### src/rtl/routed_fifos_pkg.sv
// Shared definitions for the routed/arbitrated multi-FIFO datapath:
// default sizes plus width-derivation and flat-packing helpers.
package routed_fifos_pkg;

    localparam int DEF_NUM_REQS = 2;
    localparam int DEF_WIDTH    = 8;
    localparam int DEF_DEPTH    = 4;

    // Width of a destination index selecting one of n FIFOs.
    function automatic int idx_width(input int n);
        return (n > 1) ? $clog2(n) : 1;
    endfunction

    // Width of an occupancy counter able to hold 0..depth.
    function automatic int cnt_width(input int depth);
        return $clog2(depth + 1);
    endfunction

    // Width of a read/write pointer addressing 0..depth-1.
    function automatic int ptr_width(input int depth);
        return (depth > 1) ? $clog2(depth) : 1;
    endfunction

    // LSB of lane idx inside a flat bus of w-bit lanes.
    function automatic int slice_lsb(input int idx, input int w);
        return idx * w;
    endfunction

endpackage

### src/rtl/sync_fifo.sv
// Single-clock first-word-fall-through FIFO with sticky overflow/underflow
// flags. Depth need not be a power of two; pointers wrap by explicit compare.
module sync_fifo
    import routed_fifos_pkg::*;
#(
    parameter  int WIDTH = DEF_WIDTH,
    parameter  int DEPTH = DEF_DEPTH,
    localparam int CWID  = cnt_width(DEPTH)
) (
    input  logic             clk,
    input  logic             rst,
    input  logic             push,
    input  logic             pop,
    input  logic [WIDTH-1:0] data_in,
    output logic [WIDTH-1:0] data_out,
    output logic             empty,
    output logic             full,
    output logic [CWID-1:0]  count,
    output logic             overflow,
    output logic             underflow
);

    localparam int PWID = ptr_width(DEPTH);
    localparam logic [PWID-1:0] LAST_PTR = PWID'(DEPTH - 1);

    logic [WIDTH-1:0] mem_q [DEPTH];
    logic [PWID-1:0]  wr_ptr_q, wr_ptr_d;
    logic [PWID-1:0]  rd_ptr_q, rd_ptr_d;
    logic [CWID-1:0]  count_q, count_d;
    logic             overflow_q, overflow_d;
    logic             underflow_q, underflow_d;
    logic             push_ok, pop_ok;

    function automatic logic [PWID-1:0] next_ptr(input logic [PWID-1:0] p);
        return (p == LAST_PTR) ? '0 : p + PWID'(1);
    endfunction

    // Status comes only from the registered count, so a same-cycle pop never
    // makes room for a push into a full FIFO.
    assign empty   = (count_q == '0);
    assign full    = (count_q == CWID'(DEPTH));
    assign push_ok = push && !full;
    assign pop_ok  = pop && !empty;

    // Next-state computation for pointers, occupancy and sticky flags.
    always_comb begin
        // NOTE: every output of this block gets a default first so no latch is inferred.
        wr_ptr_d    = wr_ptr_q;
        rd_ptr_d    = rd_ptr_q;
        count_d     = count_q;
        overflow_d  = overflow_q  | (push && full);
        underflow_d = underflow_q | (pop && empty);
        if (push_ok) wr_ptr_d = next_ptr(wr_ptr_q);
        if (pop_ok)  rd_ptr_d = next_ptr(rd_ptr_q);
        case ({push_ok, pop_ok})
            2'b10:   count_d = count_q + CWID'(1);
            2'b01:   count_d = count_q - CWID'(1);
            default: count_d = count_q;
        endcase
    end

    // Control state register with synchronous reset.
    always_ff @(posedge clk) begin
        // NOTE: sequential state uses non-blocking assignments so all registers update together.
        if (rst) begin
            wr_ptr_q    <= '0;
            rd_ptr_q    <= '0;
            count_q     <= '0;
            overflow_q  <= 1'b0;
            underflow_q <= 1'b0;
        end else begin
            wr_ptr_q    <= wr_ptr_d;
            rd_ptr_q    <= rd_ptr_d;
            count_q     <= count_d;
            overflow_q  <= overflow_d;
            underflow_q <= underflow_d;
        end
    end

    // Storage write port.
    always_ff @(posedge clk) begin
        // NOTE: storage has no reset; stale words are unreachable once count is cleared.
        if (push_ok) mem_q[wr_ptr_q] <= data_in;
    end

    assign data_out  = empty ? '0 : mem_q[rd_ptr_q];
    assign count     = count_q;
    assign overflow  = overflow_q;
    assign underflow = underflow_q;

`ifdef FORMAL
    always @(posedge clk) begin
        if (!rst) begin
            assert (int'(count_q) <= DEPTH);
            assert (empty == (count_q == '0));
            assert (full == (count_q == CWID'(DEPTH)));
            assert (((int'(wr_ptr_q) - int'(rd_ptr_q) + DEPTH) % DEPTH) == (int'(count_q) % DEPTH));
        end
    end
`endif

endmodule

### src/rtl/routed_fifos.sv
// Distribution side of the multi-FIFO datapath: one producer stream is
// steered by dest into one of NUM_REQS FIFOs, each drained by its own pop.
module routed_fifos
    import routed_fifos_pkg::*;
#(
    parameter  int NUM_REQS = DEF_NUM_REQS,
    parameter  int WIDTH    = DEF_WIDTH,
    parameter  int DEPTH    = DEF_DEPTH,
    localparam int DWID     = idx_width(NUM_REQS),
    localparam int CWID     = cnt_width(DEPTH)
) (
    input  logic                     clk,
    input  logic                     rst,
    input  logic                     push,
    input  logic [DWID-1:0]          dest,
    input  logic [WIDTH-1:0]         data_in,
    output logic                     in_ready,
    input  logic [NUM_REQS-1:0]      pop,
    output logic [NUM_REQS*WIDTH-1:0] flat_data_out,
    output logic [NUM_REQS-1:0]      empty,
    output logic [NUM_REQS-1:0]      full,
    output logic [NUM_REQS*CWID-1:0] flat_count,
    output logic [NUM_REQS-1:0]      overflow,
    output logic [NUM_REQS-1:0]      underflow,
    output logic                     bad_dest
);

    logic                dest_ok;
    logic                full_sel;
    logic [NUM_REQS-1:0] push_vec;
    logic                bad_dest_q, bad_dest_d;

    assign dest_ok = (int'(dest) < NUM_REQS);

    // Decode dest into a one-hot push and pick that FIFO's full flag.
    always_comb begin
        full_sel = 1'b0;
        push_vec = '0;
        for (int i = 0; i < NUM_REQS; i++) begin
            if (int'(dest) == i) begin
                full_sel    = full[i];
                push_vec[i] = push;
            end
        end
    end

    assign in_ready   = dest_ok && !full_sel;
    assign bad_dest_d = bad_dest_q | (push && !dest_ok);

    // Sticky out-of-range destination flag.
    always_ff @(posedge clk) begin
        if (rst) bad_dest_q <= 1'b0;
        else     bad_dest_q <= bad_dest_d;
    end

    assign bad_dest = bad_dest_q;

    for (genvar g = 0; g < NUM_REQS; g++) begin : g_fifo
        sync_fifo #(
            .WIDTH (WIDTH),
            .DEPTH (DEPTH)
        ) u_fifo (
            .clk       (clk),
            .rst       (rst),
            .push      (push_vec[g]),
            .pop       (pop[g]),
            .data_in   (data_in),
            .data_out  (flat_data_out[slice_lsb(g, WIDTH) +: WIDTH]),
            .empty     (empty[g]),
            .full      (full[g]),
            .count     (flat_count[slice_lsb(g, CWID) +: CWID]),
            .overflow  (overflow[g]),
            .underflow (underflow[g])
        );
    end

endmodule

### config.mk
export PLATFORM = sky130hd
export DESIGN_NAME = routed_fifos
export DESIGN_NICKNAME = d
export VERILOG_FILES = /design/src/rtl/routed_fifos_pkg.sv /design/src/rtl/sync_fifo.sv /design/src/rtl/routed_fifos.sv
export SDC_FILE = /design/constraint.sdc
export NUM_CORES = 1
export LEC_CHECK = 0
export ABC_AREA = 1
export BUFFER_PORTS_ARGS = -buffer_cell sky130_fd_sc_hd__buf_4
export CORE_ASPECT_RATIO = 1.75
export CORE_MARGIN = 3
export CORE_UTILIZATION = 50
export CTS_CLUSTER_DIAMETER = 200
export DETAILED_ROUTE_END_ITERATION = 10
export PLACE_DENSITY = 0.66
export REMOVE_ABC_BUFFERS = 1
export SYNTH_ARGS = -nofsm -noshare
export SYNTH_HDL_FRONTEND = slang
export SYNTH_SLANG_ARGS = --single-unit
### constraint.sdc
create_clock -name clk -period 3.3 [get_ports clk]
set_input_delay 0.66 -clock clk [delete_from_list [all_inputs] [get_ports clk]]
set_output_delay 0.66 -clock clk [all_outputs]
set_load 0.02 [all_outputs]
==> flow_summary_export.csv, run 1 <==
group,metric,value,unit
status,run_status,"finished, final reports clean",
placement,place.detailed.instances,491,
global_route,grt_pass1_wl,10900,um
worst_hold_path,holdCritStartpoint,"g_fifo[1].u_fifo.underflow",
worst_setup_path,worst-setup-path-type,"register to primary output",
global_route,grt_use_total,16.6,%
cts,cts-hold-fix-buffers,0,
final_layout,post_route_cells_drive_above_1_share,16.9,%
worst_setup_path,timing.critical_path.depth,5,
routing,viasPerCell,4.94,
worst_setup_path,timing.critical_path.to_type,"primary output",
timing,post_layout_min_period,2480,ps
timing,layout_setup_ws,822,ps
timing,max_transition_margin,46.5,%
yosys,postSynthCellCount,379,
routing,vias,2505,
worst_setup_path,timing.critical_path.slowest_cell_delay,810,ps
placement,dp.final_hpwl,4620,um
routing,drtAntennaViolNets,0,
worst_setup_path,endpoint_of_the_worst_register_to_register_path,"g_fifo[1].u_fifo.count[2]",
worst_setup_path,critical_path.n_buffers_inverters,1,
final_layout,number_of_filler_instances_in_the_final_layout,641,
yosys,synth_largest_area_cell,"sky130_fd_sc_hd__edfxtp_1",
pwr,report.power.total,3.57,mW
timing,max_freq,403,MHz
timing,tightest_slew,799,ps
routing,wl_cell,13.1,um
global_route,grt_start_max_net_pins,18,
routing,drt_pass1_iterations,4,
worst_setup_path,cp_data_arrival_time,1820,ps
floorplanning,floorplan.core_area,0.00734,mm2
timing,setup-tns-final,0,ps
timing,setup_repair_after_global_routing_missed_its_margin,"no",
routing,route.detailed.drc,0,
worst_hold_path,hold_wc_path_type,"register to register",
timing,timing_hold_violations_final,0,
worst_setup_path,critPathMaxFanout,17,
cts,path_clk_slew,60,ps
cts,numCtsBuffers,9,
yosys,synth_largest_type_area_fraction,50.0,%
final_layout,antenna_fix_cells,0,
timing,setup_violations,0,
worst_setup_path,cp.required,2640,ps
cts,later_pin_clock_latency_in_the_skew_report,330,ps
floorplanning,io_pins,46,
cts,cts-root-buf,"sky130_fd_sc_hd__clkbuf_16",
yosys,seq_area_frac_synth,61.5,%
worst_setup_path,critPathTopFamily,"flip-flops",
pwr,p_leak,1.87,nW
yosys,yosys_warnings,0,
yosys,synth_area_leaders,"sky130_fd_sc_hd__edfxtp_1 (50%), sky130_fd_sc_hd__dfxtp_1 (11%), sky130_fd_sc_hd__nand2_1 (8.9%)",
cts,clock_tree.htree_level_count,3,
global_route,number_of_global_route_vias_before_repair,2376,
job,drv_cap,0,
floorplanning,core.rowCount,41,
global_route,grt_remaining_overflow,0,
cts,clock_sinks,86,
worst_setup_path,path_cells,"nor2_1 -> nor2_1 -> o21ai_0 -> a21oi_1 -> buf_4",
placement,detailedPlace.worstSlack,1090,ps
worst_setup_path,timing.critical_path.from_type,"register",
worst_setup_path,worst_path_max_delay_cell,"sky130_fd_sc_hd__dfxtp_1",
placement,placement.io_buffers,44,
yosys,synth.cell_area,0.00384,mm2
worst_setup_path,r2r.worst_path.cells,12,
final_layout,post_route_insts_no_fill,507,
final_layout,finalNetCount,444,
timing,skew,6.90,ps
routing,first_iter_violations,169,
cts,tritoncts,"done",
global_route,antenna_found_initial,0,
worst_setup_path,path_common_cell,"sky130_fd_sc_hd__nor2_1",
placement,place_congestion,0.807,
worst_setup_path,endpoint,"flat_data_out[10]",
pwr,vdd_ir_drop_max,426,uV
floorplanning,dieWidth,72.2,um
yosys,seq_cells_post_synth,86,
worst_setup_path,reg2reg_from,"g_fifo[1].u_fifo.count[1]",
routing,detail_route.wirelength,6660,um
worst_setup_path,flop_to_flop_setup_slack,1390,ps
floorplanning,initial_core_util,52.3,%
timing,period_share,75.1,%
yosys,synth.lib_cells_used.distinct,26,
floorplanning,die_height,122,um
cts,post_cts_resize_count,0,
cts,number_of_post_cts_setup_repair_buffers,0,
pwr,pwr_density_cell,815,mW/mm2
final_layout,area_growth_syn_to_layout,13.9,%
yosys,syn-mean-instance-area,10.1,um2
floorplanning,dieArea,0.00881,mm2
timing,max_slew_violation_count,0,
cts,cts.path.max_buffers,2,
## synthesized netlist by cell type (all sizes together)
cell type,instances
nand2,97
edfxtp,64
nor2,58
inv,43
a21oi,29
dfxtp,22
o21ai,21
buf,18
ha,12
nand3,4
nand3b,4
fa,2
nand4,2
clkinv,1
conb,1
o21a,1
## worst min path at each step
| stage | endpoint | slack, ps | cells past startpoint |
|---|---|---|---|
| finish | g_fifo[1].u_fifo.underflow | 450 | 2 |
| global route | g_fifo[1].u_fifo.underflow | 480 | 2 |
| CTS | g_fifo[1].u_fifo.underflow | 450 | 2 |
| detailed placement | g_fifo[1].u_fifo.underflow | 440 | 2 |
| global placement | g_fifo[0].u_fifo.overflow | 440 | 2 |
| floorplan | register | 480 | 2 |
## stage by stage
stage / hold slack [ps] / instance area (um2) / util (%)
detailed placement: 441 / 4100 / 55.9
floorplan: 483 / 3660 / -
finish: 446 / 4380 / 59.6
CTS: 451 / 4380 / 59.6
global route: 476 / 4380 / 59.6
global placement: 439 / 4100 / 55.9
## tightest hold or removal path: stages, from the launching register on
cell and delay, ps:
sky130_fd_sc_hd__dfxtp_1 310, sky130_fd_sc_hd__inv_1 50, sky130_fd_sc_hd__a21oi_1 50
## per-layer routing
layer  global-route usage (%)  wire length, um  share of wire, %
met3                     4.54              294               4.4
met5                        0                0                 0
met4                     8.47              204               3.1
met1                     17.8             2600                39
met2                     29.1             3560                53
## placed cells by master, fill, tap and decap left out, drive strengths merged, types with 4 or more instances in the layout
master | netlist | routed
a21oi | 29 | 29
buf | 18 | 44
clkbuf | 0 | 15
dfxtp | 22 | 22
edfxtp | 64 | 64
ha | 12 | 12
inv | 43 | 43
nand2 | 97 | 97
nand3 | 4 | 4
nand3b | 4 | 4
nor2 | 58 | 58
o21ai | 21 | 21
## layout make-up
cell class,count,area [um2],share of cell area [%]
clock inverter,1,5.00,0.114
multi-input combinational,231,1120,25.7
sequential,86,2360,54.0
inverter,44,179,4.09
tap,86,108,2.46
timing repair buffer,44,330,7.55
clock buffer,15,268,6.12
## flip-flops by register name, summed over array words and instances, names as in the netlist, named ones only
register / flops
g_fifo.u_fifo.wr_ptr_q: 4
g_fifo.u_fifo.overflow: 2
g_fifo.u_fifo.mem_q: 64
g_fifo.u_fifo.rd_ptr_q: 4
g_fifo.u_fifo.count: 6
g_fifo.u_fifo.underflow: 2
## power breakdown
part / total, mW / switching (mW) / leakage (nW) / internal [mW]
combinational: 1.26 / 0.800 / 0.977 / 0.465
clock: 0.909 / 0.359 / 0.134 / 0.550
sequential: 1.39 / 0.115 / 0.762 / 1.28
total: 3.57 / 1.27 / 1.87 / 2.29
## kinds of logic (layout without fill, tap and decap cells)
kind of cell / after synthesis / in the layout / synth area share (%)
buffers and inverters: 62 / 104 / 9.22
adders and majority gates: 14 / 14 / 4.95
and+or+nand+nor: 165 / 165 / 17.5
AOI/OAI and AO/OA: 51 / 51 / 6.71
DFF: 86 / 86 / 61.5
other: 1 / 1 / 0.0977
(Power assumes the default switching activity.)
==> run 2, diff against run 1 <==
--- a/config.mk
+++ b/config.mk
@@ -12,7 +12,7 @@
 export CORE_UTILIZATION = 50
 export CTS_CLUSTER_DIAMETER = 200
 export DETAILED_ROUTE_END_ITERATION = 10
-export PLACE_DENSITY = 0.66
+export PLACE_DENSITY = 0.69
 export REMOVE_ABC_BUFFERS = 1
 export SYNTH_ARGS = -nofsm -noshare
 export SYNTH_HDL_FRONTEND = slang
==> constraint.sdc (replaced) <==
create_clock -name clk -period 2.2 [get_ports clk]
set_input_delay 0.44 -clock clk [delete_from_list [all_inputs] [get_ports clk]]
set_output_delay 0.44 -clock clk [all_outputs]
set_load 0.02 [all_outputs]
==> flow_summary_export.csv, run 2 (same netlist as run 1, synthesis figures left out) <==
group,metric,value,unit
status,run_status,"finished, final reports clean",
final_layout,finalNetCount,456,
global_route,grt_pass1_wl,11200,um
global_route,top_usage_layer,"met2",
cts,clock_sinks,86,
final_layout,antenna_fix_cells,0,
worst_setup_path,worst_path_max_delay_cell,"sky130_fd_sc_hd__inv_1",
timing,timing_hold_violations_final,0,
worst_setup_path,path_cells,"inv_1 -> nand2_1 -> a21oi_1 -> buf_4",
cts,later_pin_clock_latency_in_the_skew_report,330,ps
routing,drt_pass1_iterations,4,
timing,post_layout_min_period,1960,ps
final_layout,mostFrequentLayoutCells,"sky130_fd_sc_hd__nand2_1 (91), sky130_fd_sc_hd__edfxtp_1 (64), sky130_fd_sc_hd__buf_4 (56), sky130_fd_sc_hd__nor2_1 (53), sky130_fd_sc_hd__inv_1 (40)",
floorplanning,floorplan.core_area,0.00734,mm2
cts,clock_tree.htree_level_count,3,
pwr,pwr_density_cell,1220,mW/mm2
final_layout,number_of_filler_instances_in_the_final_layout,605,
floorplanning,die_height,122,um
floorplanning,initial_core_util,52.3,%
final_layout,area_growth_syn_to_layout,16.8,%
worst_setup_path,timing.critical_path.to_type,"primary output",
global_route,grt_use_total,17.0,%
global_route,grt_remaining_overflow,0,
timing,tightest_slew,499,ps
routing,wl_cell,13.4,um
cts,path_clk_slew,60,ps
cts,cts-hold-fix-buffers,0,
placement,dp.final_hpwl,4850,um
routing,vias,2555,
final_layout,largest_reg_flops,64,
final_layout,multi_input_comb_area,0.00112,mm2
cts,numCtsBuffers,9,
pwr,p_leak,1.95,nW
worst_setup_path,timing.critical_path.slowest_cell_delay,370,ps
cts,cts-root-buf,"sky130_fd_sc_hd__clkbuf_16",
worst_setup_path,worst-setup-path-type,"register to primary output",
routing,first_iter_violations,205,
placement,placement.io_buffers,44,
cts,number_of_post_cts_setup_repair_buffers,0,
global_route,grt_start_max_net_pins,17,
timing,setup-tns-final,0,ps
global_route,global_route.usage.met3,4.13,%
timing,skew,6.18,ps
placement,detailedPlace.worstSlack,233,ps
timing,max_slew_violation_count,0,
worst_setup_path,cp.required,1760,ps
global_route,antenna_found_initial,0,
worst_setup_path,critPathMaxFanout,16,
routing,drtAntennaViolNets,0,
floorplanning,io_pins,46,
worst_hold_path,hold_wc_path_type,"input port to register",
final_layout,post_route_cells_drive_above_1_share,19.9,%
floorplanning,core.rowCount,41,
worst_setup_path,timing.critical_path.from_type,"register",
timing,setup_repair_after_global_routing_missed_its_margin,"no",
worst_setup_path,cp_data_arrival_time,1520,ps
routing,route.detailed.drc,0,
cts,tritoncts,"done",
final_layout,final_common_cell,"sky130_fd_sc_hd__nand2_1",
floorplanning,dieWidth,72.2,um
timing,period_share,88.9,%
cts,cts.path.max_buffers,2,
timing,max_freq,511,MHz
routing,viasPerCell,4.92,
floorplanning,dieArea,0.00881,mm2
final_layout,largest-register,"g_fifo.u_fifo.mem_q",
routing,detail_route.wirelength,6940,um
timing,max_transition_margin,66.7,%
timing,setup_violations,0,
timing,layout_setup_ws,244,ps
job,drv_cap,0,
placement,place_congestion,0.756,
global_route,number_of_global_route_vias_before_repair,2352,
pwr,vdd_ir_drop_max,548,uV
global_route,grtUsageMet1,18.5,%
final_layout,seqCellArea,0.00236,mm2
global_route,grt_use_met2,29.7,%
==> run 2: timing repair <==
action	in CTS	in global routing
endpoints found under the setup margin	0	5
hold endpoints to repair	0	0
resized for setup	0	2
==> run 2: layout make-up <==
type                            count  area share (%)
Tap cell                           86            2.40
Inverter                           44            3.99
Clock inverter                      3           0.391
Timing Repair Buffer               56            9.37
Multi-Input combinational cell    231            25.1
Sequential cell                    86            52.7
Clock buffer                       13            6.05
==> run 2: worst paths after layout <==
kind,from,to,slack (ps),cells after the start
setup reg to reg,g_fifo[1].u_fifo.count[1],g_fifo[1].u_fifo.count[2],290,12
hold reg to reg,g_fifo[0].u_fifo.overflow,g_fifo[0].u_fifo.overflow,450,2
setup / recovery,register,flat_data_out[0],240,4
hold / removal,rst,g_fifo[0].u_fifo.overflow,290,2
==> run 2: report_power, final <==
group	switching, mW	total (mW)	internal [mW]
clock network	0.560	1.42	0.860
registers	0.133	2.05	1.92
logic	1.26	2.00	0.740
total	1.95	5.47	3.52
==> run 2: metrics by stage <==
step                      std cells  power, mW  instance area (um2)  hold slack [ps]  util [%]
after CTS                       519       5.53                 4480              289      61.1
after detailed placement        503       4.10                 4190              442      57.2
after floorplan                 361       3.31                 3660              483         -
after global routing            519       5.83                 4480              299      61.1
after global placement          503       4.06                 4190              436      57.2
final                           519       5.47                 4480              294      61.1
==> run 2: routing by layer <==
layer / routed length (um) / part of all wire, %
met4: 238 / 3.4
met5: 0 / 0
met3: 310 / 4.5
met2: 3790 / 55
met1: 2600 / 38
==> run 2: critical path, delay by kind of cell, from the launching register on <==
| kind | cells | cell delay, ps |
|---|---|---|
| compound gates | 1 | 230 |
| buf+inv | 2 | 550 |
| flops | 1 | 300 |
| simple gates | 1 | 100 |
